--- config.mk ---
export PLATFORM = sky130hd
export DESIGN_NAME = mpmc11_burst_seq
export DESIGN_NICKNAME = d
export VERILOG_FILES = /design/src/rtl/mpmc11_burst_seq.sv
export SDC_FILE = /design/constraint.sdc
export NUM_CORES = 1
export LEC_CHECK = 0
export ABC_AREA = 1
export CAP_MARGIN = 25
export CORE_AREA = 3 3 69 71
export DETAILED_ROUTE_END_ITERATION = 10
export DIE_AREA = 0 0 72 74
export PLACE_DENSITY_LB_ADDON = 0.12
export SYNTH_ARGS = -nofsm -noshare
export SYNTH_HDL_FRONTEND = slang
export SYNTH_SLANG_ARGS = --single-unit
--- constraint.sdc ---
create_clock -name clk -period 2.5 [get_ports clk]
set_input_delay 0.375 -clock clk [delete_from_list [all_inputs] [get_ports clk]]
set_output_delay 0.375 -clock clk [all_outputs]
set_load 0.05 [all_outputs]
--- src/rtl/mpmc11_burst_seq.sv ---
// Burst sequencer for a memory-controller front end: issues one command and
// (for writes) one data beat per accepted beat, then reports completion.
module mpmc11_burst_seq #(
    parameter int CNT_W      = 6,
    parameter bit ERR_STICKY = 1'b1
) (
    input  logic             clk,
    input  logic             rstn,
    input  logic             start,
    input  logic             we,
    input  logic [CNT_W-1:0] len,
    input  logic             abort,
    input  logic             cmd_rdy,
    input  logic             wdf_rdy,
    input  logic             rd_valid,
    output logic             cmd_en,
    output logic             wdf_wren,
    output logic             wdf_end,
    output logic [CNT_W:0]   cmd_cnt,
    output logic [CNT_W:0]   data_cnt,
    output logic             busy,
    output logic             done,
    output logic             aborted,
    output logic             err_ovr,
    output logic [3:0]       state_dbg
);

    typedef enum logic [2:0] {
        IDLE  = 3'd0,
        WR    = 3'd1,
        RD    = 3'd2,
        DRAIN = 3'd3,
        DONE  = 3'd4
    } state_t;

    state_t           state;
    logic [CNT_W-1:0] len_q;
    logic             we_q;

    logic [CNT_W:0]   len_ext;
    logic [CNT_W:0]   beats;
    logic             start_acc;
    logic             cmd_fire;
    logic             wdf_fire;
    logic             rd_take;
    logic             err_hit;
    logic             all_done;

    assign len_ext = {1'b0, len_q};
    assign beats   = len_ext + (CNT_W+1)'(1);

    // Handshakes: a command transfers in any cycle where cmd_en & cmd_rdy,
    // a write beat where wdf_wren & wdf_rdy; the two run independently.
    // rd_valid is a push from memory with no back-pressure.
    assign cmd_en   = (state == WR || state == RD) && (cmd_cnt <= len_ext) && !abort;
    assign wdf_wren = (state == WR) && (data_cnt <= len_ext) && !abort;
    assign wdf_end  = wdf_wren && (data_cnt == len_ext);

    assign start_acc = (state == IDLE) && start;
    assign cmd_fire  = cmd_en && cmd_rdy;
    assign wdf_fire  = wdf_wren && wdf_rdy;
    assign rd_take   = rd_valid && (data_cnt < cmd_cnt) && (state == RD || state == DRAIN);
    // A return with no outstanding command is an overrun regardless of state.
    assign err_hit   = rd_valid && (data_cnt >= cmd_cnt);
    assign all_done  = (cmd_cnt == beats) && (data_cnt == beats);

    assign busy      = (state != IDLE);
    assign done      = (state == DONE);
    assign state_dbg = {we_q, state};

    always_ff @(posedge clk or negedge rstn) begin
        if (!rstn) begin
            state    <= IDLE;
            len_q    <= '0;
            we_q     <= 1'b0;
            cmd_cnt  <= '0;
            data_cnt <= '0;
            aborted  <= 1'b0;
            err_ovr  <= 1'b0;
        end else begin
            if (ERR_STICKY) begin
                if (start_acc)
                    err_ovr <= 1'b0;
                else if (err_hit)
                    err_ovr <= 1'b1;
            end else begin
                err_ovr <= err_hit;
            end

            unique case (state)
                IDLE: begin
                    if (start) begin
                        len_q    <= len;
                        we_q     <= we;
                        cmd_cnt  <= '0;
                        data_cnt <= '0;
                        aborted  <= 1'b0;
                        state    <= we ? WR : RD;
                    end
                end
                WR: begin
                    if (cmd_fire)
                        cmd_cnt <= cmd_cnt + (CNT_W+1)'(1);
                    if (wdf_fire)
                        data_cnt <= data_cnt + (CNT_W+1)'(1);
                    if (abort) begin
                        aborted <= 1'b1;
                        state   <= DONE;
                    end else if (all_done) begin
                        state <= DONE;
                    end
                end
                RD: begin
                    if (cmd_fire)
                        cmd_cnt <= cmd_cnt + (CNT_W+1)'(1);
                    if (rd_take)
                        data_cnt <= data_cnt + (CNT_W+1)'(1);
                    if (abort) begin
                        aborted <= 1'b1;
                        state   <= DRAIN;
                    end else if (all_done) begin
                        state <= DONE;
                    end
                end
                DRAIN: begin
                    // Wait for every issued read to come back before reporting.
                    if (rd_take)
                        data_cnt <= data_cnt + (CNT_W+1)'(1);
                    if (data_cnt == cmd_cnt)
                        state <= DONE;
                end
                DONE: begin
                    state <= IDLE;
                end
                default: begin
                    state <= IDLE;
                end
            endcase
        end
    end

endmodule

=== Word level (Yosys, flattened, before mapping) ===
Index checks and enable logic that the tools add are counted.

* Output and inout port bits: 25
* Logic and storage cells: 73
* Input port bits: 14
* Register bits: 26

* Add/subtract/negate cells: 3
* Equal/unequal tests: 14
* Mux-type cells: 18
* Reduce and logical (&&, ||, !) cells: 27
* $lt $le $gt $ge: 4

{| class="wikitable"
|+ Operator list
! cell !! number
|-
| two-way mux 7 bit || 4
|-
| equality test 7 bit || 3
|-
| one-hot mux 7 bit (3 select lines) || 1
|-
| two-way mux 3 bit || 5
|-
| adder 7 x 1 -> 7 bit, second input constant || 2
|-
| less-or-equal comparator 7 x 6 -> 1 bit || 2
|-
| one-hot mux 7 bit (2 select lines) || 1
|-
| logical AND 1 bit || 12
|-
| one-hot mux 3 bit (4 select lines) || 1
|-
| inequality test 2 x 1 -> 1 bit, second input constant || 4
|-
| adder 6 x 1 -> 7 bit, second input constant || 1
|-
| equality test 7 x 6 -> 1 bit || 1
|-
| >= comparator 7 bit || 1
|-
| less-than comparator 7 bit || 1
|-
| equality test 3 x 2 -> 1 bit, second input constant || 2
|-
| AND reduction 3 bit || 2
|-
| nonzero test 3 bit || 2
|-
| two-way mux 1 bit || 4
|-
| inequality test 2 bit, second input constant || 2
|-
| AND reduction 2 bit || 2
|-
| AND reduction 4 bit || 1
|-
| nonzero test 2 bit || 2
|-
| OR reduction 2 bit || 2
|-
| equality test 3 x 1 -> 1 bit, second input constant || 1
|-
| other kinds (6) || 7
|}

=== Logic depth before layout (Yosys ltp) ===
* Depth in word-level cells: 7
* Gate-level depth with buffers: 17
* Depth with buffers taken out: 17

=== Least setup slack after synthesis ===
Ideal clock, no wire load.

* Path type: reg2out
* Start: reg cmd_cnt[2]
* End: out cmd_en
* Required time: 2.125 ns
* Path slack: -0.086 ns
* Arrival: 2.211 ns
* Path buffers: 0
* Stages on the path, launching flop included: 9
* Cells stage by stage: dfrtp_1 -> ha_1 -> a21oi_1 -> o21ai_0 -> nand2_1 -> o2111ai_1 -> o21ai_0 -> nand2_1 -> nor2_1

* Word-level cells in the longest chain between the ends: 3

{| class="wikitable"
|+ Ends and longest elaborated chain
! what !! RTL line !! text
|-
| from (decl) || 19 || <nowiki>output logic [CNT_W:0] cmd_cnt,</nowiki>
|-
| from (signal assigned) || 103 || <nowiki>cmd_cnt <= cmd_cnt + (CNT_W+1)'(1);</nowiki>
|-
| from (signal assigned) || 115 || <nowiki>cmd_cnt <= cmd_cnt + (CNT_W+1)'(1);</nowiki>
|-
| less-or-equal comparator 7 x 6 -> 1 bit || 55 || <nowiki>assign cmd_en = (state == WR || state == RD) && (cmd_cnt <= len_ext) && !abort;</nowiki>
|-
| logical AND 1 bit (2 in series) || 55 ||
|-
| to (decl) || 16 || <nowiki>output logic cmd_en,</nowiki>
|}

Every way passes these cells.

=== Final worst setup path ===
* Start: reg len_q[3]
* End: out cmd_en

* Word-level cells in the longest chain between the ends: 3

{| class="wikitable"
|+ Ends and longest elaborated chain
! what !! RTL line !! text
|-
| from (decl) || 37 || <nowiki>logic [CNT_W-1:0] len_q;</nowiki>
|-
| from (signal assigned) || 93 || <nowiki>len_q <= len;</nowiki>
|-
| less-or-equal comparator 7 x 6 -> 1 bit || 55 ||
|-
| logical AND 1 bit (2 in series) || 55 ||
|}

Every way passes these cells.

==> run summary <==
The post-route netlist has 11.91% of its cells at a drive strength greater than 1. Clock-pin slew was measured on the worst setup and hold paths at 0.09 ns. TritonCTS built the clock tree. The synthesized-area fraction occupied by xor and xnor cells was 3.222%.

Number of endpoints failing setup at the final stage: 0. Worst-case reg-to-reg path depth: 10. The actual transition at the worst max-transition pin is 0.5045 ns, and the count of hold buffers inserted by post-cts repair is 0.

The critical path goes through inv_1 -> ha_1 -> nand2_1 -> nor3_2 -> nand3_1 -> o21ai_2 -> nand2_1 -> nor2_2 -> buf_12. The area fraction of the dominant cell type after synthesis is 29.92%, and the instance count of the mapped netlist is 316. The slowest stage of the critical path belongs to the cell dfrtp_1. The cell area that synthesis handed to floorplanning was 2175 sq um.

The run gives 0 as the number of antenna violations at the first check in global routing. The placement-stage cell area was 2678 sq um; the TritonCTS sink count was 26. Measured on the finished design, the core utilization comes to 64.07%. In this run the power density over the cells is 1002 nW/um^2.

The worst hold path class is in -> async. Most frequent standard cell in the layout excluding fill and tap cells: nand2_1. The number of flip-flops and latches in the synthesized netlist was 26; the area growth from synthesis to layout was 26.52%.

The port buffer count is 38. The detailed-route wire length per cell is 13.31 microns. The chip width was 72 microns; the number of primary I/O pins was 39. Max-slew violation count: 0. The number of nets produced by synthesis was 352; the number of unique standard cell types used by synthesis was 30. For the relative slew slack, the log shows 66.26%.

The startpoint-to-endpoint class of the critical path is reg -> out. The tools report the number of global-route vias before repair as 2010. The most used cell along the critical path was nand2_1. Once layout is done, the placed cells without fillers occupy 2751 sq um. The run gives 21.91% as the overall fraction of global-route tracks in use. Count of filler cells inserted in the layout: 410. The area fraction in and, or, nand and nor cells after synthesis is 32.74%. Setup repair after global routing could not meet its margin everywhere. In this run the vertical extent of the chip is 74 microns.

Largest family of logic cells by synthesized area: simple AND/OR/NAND/NOR gates. For met1 alone, demand over resource in global routing was 30.46%. The floorplan step defined a core boundary enclosing 4294 sq um.

The clock passes through at most 2 buffers. The flow ran to the end, and the final reports show no timing, DRC or antenna violations. Before antenna repair, the detailed router went through 4 iterations. The vias per cell was 5.177.

The die covers 5328 sq um. Each instance of the synthesized netlist takes up on average 6.882 sq um. Clock skew on the completed layout was measured at 0.002772 ns. The logs give 0 ns for the setup TNS and 0 for the final-report hold violation count. Summing the sequential cell areas from Yosys gives 29.92% of the chip area.

The share of the cycle needed by the critical path after routing was 93.88%. The dominant cell type by area after synthesis was dfrtp_1. The layer flagged by global routing as most heavily used is met2. The residual antenna-violating net count after detailed routing is 0, and the starting density of the core is 50.64%. For the critical path data required time, the log shows 2.12 ns. On the worst path, the slowest cell contributes a delay of 0.44 ns.

The leakage power of the design was 0.001345 uW; the endpoint arrival time on the critical path was 1.97 ns. Summing the areas of all compound-gate instances in the mapped netlist gives 11.91% of the synthesized area. Counting the buffers created by CTS gives 3. For the HPWL after detailed placement, the log shows 4367 microns. The worst setup path is launched from a flip-flop.

The top cell types in the final layout, fill and taps aside, are nand2_1, inv_1, clkdlybuf4s50_1. The tools report the post-route total power as 2758 uW. The finished layout holds 413 standard cells, fillers aside. The highest fanout seen on the critical path was 5. After synthesis, the cell types taking the most area are dfrtp_1, nand2_1, ha_1. For this run the aggregate overflow at the end of global routing stands at 0. Once placement completed, the tool counted placed cells totaling 409. The congestion estimate from routability-driven global placement came to 0.8925. The maximum frequency from static timing analysis is 426.1 MHz. The first-pass GRT wire length came out at 9246 microns. For this run, the number of Yosys warnings is 0.

Global routing consumed, on the met2 layer, 37.35% of the routing resources. Entering global routing, the biggest net connects 27 pins. The total number of H-tree levels was 1.

For this run, the post-layout net count is 398. Global routing consumed, on the met3 layer, 2.027% of the routing resources. Clock latency on the worst-skew pair, taken at its later pin, is 0.28 ns. The portion of netlist area occupied by mux cells is 0%. For the peak ir drop on the vdd network, the log shows 0.6958 mV. Row generation in the floorplan step produced 24 rows. Clock tree synthesis selected as its root buffer the cell clkbuf_8. The clock period could shrink to 2.347 ns.

STA classifies the critical path endpoint as an output port. The adder-cell share of the synthesized area works out to 12.66%. The first routing iteration left 114 violations. The routed layout has 2138 vias. In the routed design, unresolved DRC markers number 0.

The final layout contains routed wiring with a total length of 5499 microns. Max-cap violations in this run came to 0. The repair_antennas step left the layout with diodes totalling 0.
-- registers in the layout (all words and copies together) (netlist names) --
signal / count
state: 3
cmd_cnt: 7
len_q: 6
we_q: 1
data_cnt: 7
err_ovr: 1
aborted: 1
-- where the power goes --
| group | total, uW | switching (uW) | internal [uW] |
|---|---|---|---|
| sequential | 690 | 152 | 537 |
| combinational | 1790 | 1200 | 592 |
| clock | 281 | 139 | 141 |
-- per-layer routing --
metal	up-vias	share of wire, %
met2	42	48
met5	-	0
met1	982	48
met3	7	3.0
met4	0	1.3
li1	1107	-
-- critical path, delay by kind of cell (launching register included) --
kind                     cells  cell delay (ns)
buffers and inverters        2             0.28
adder cells (fa/ha/maj)      1             0.29
AND/OR/NAND/NOR              5             0.55
flip-flops                   1             0.44
AO/OA/AOI/OAI                1             0.15
-- final cells by class --
cell class | count | area, sq um | share of cell area (%)
Timing Repair Buffer | 46 | 470.5 | 17.10
Clock buffer | 4 | 55.05 | 2.001
Sequential cell | 26 | 653.1 | 23.74
Inverter | 46 | 172.7 | 6.276
Multi-Input combinational cell | 239 | 1335 | 48.52
Tap cell | 52 | 65.06 | 2.365
-- timing repair --
action	CTS	global route
endpoints found under the setup margin	0	8
gates resized for setup	0	8
buffers inserted	0	0
-- cell families after synthesis --
logic type               count (synthesis)
AND/OR/NAND/NOR                        167
adder cells (fa/ha/maj)                 22
buffers and inverters                   51
AO/OA/AOI/OAI                           42
flip-flops                              26
XOR/XNOR                                 8
-- through the flow --
step                setup WS, ns  hold WS [ns]
detailed placement       0.08853        0.4859
global placement          0.1620        0.4805
global route            -0.05539        0.4910
floorplan                0.02271       0.07941
CTS                     0.002299        0.4869
finish                    0.1530        0.4747
-- cell usage after synthesis (all sizes together) --
library cell and count:
a21oi 9, nand3b 4, clkinv 1, nand3 19, a22oi 1, nor4 1
nand2 100, nor3 7, o21a 1, clkbuf 1, xor2 8, nor2 32
nand4 4, o2111ai 1, ha 22, buf 4, inv 45, a21boi 1
o21ai 29, dfrtp 26
-- final timing paths --
check                                               end  slack, ns                    from
worst max-delay path                             cmd_en       0.15    len_q[3]$_DFFE_PN0P_
worst min-delay path               len_q[0]$_DFFE_PN0P_       0.47                    rstn
worst max register to register  data_cnt[0]$_DFFE_PN0P_       0.18  cmd_cnt[6]$_DFFE_PN0P_
worst min register to register         we_q$_DFFE_PN0P_       0.50        we_q$_DFFE_PN0P_
max in group asynchronous        cmd_cnt[2]$_DFFE_PN0P_       1.75                    rstn
min in group clk                       we_q$_DFFE_PN0P_       0.50        we_q$_DFFE_PN0P_
Note: power is estimated with default switching activity, not from simulation.
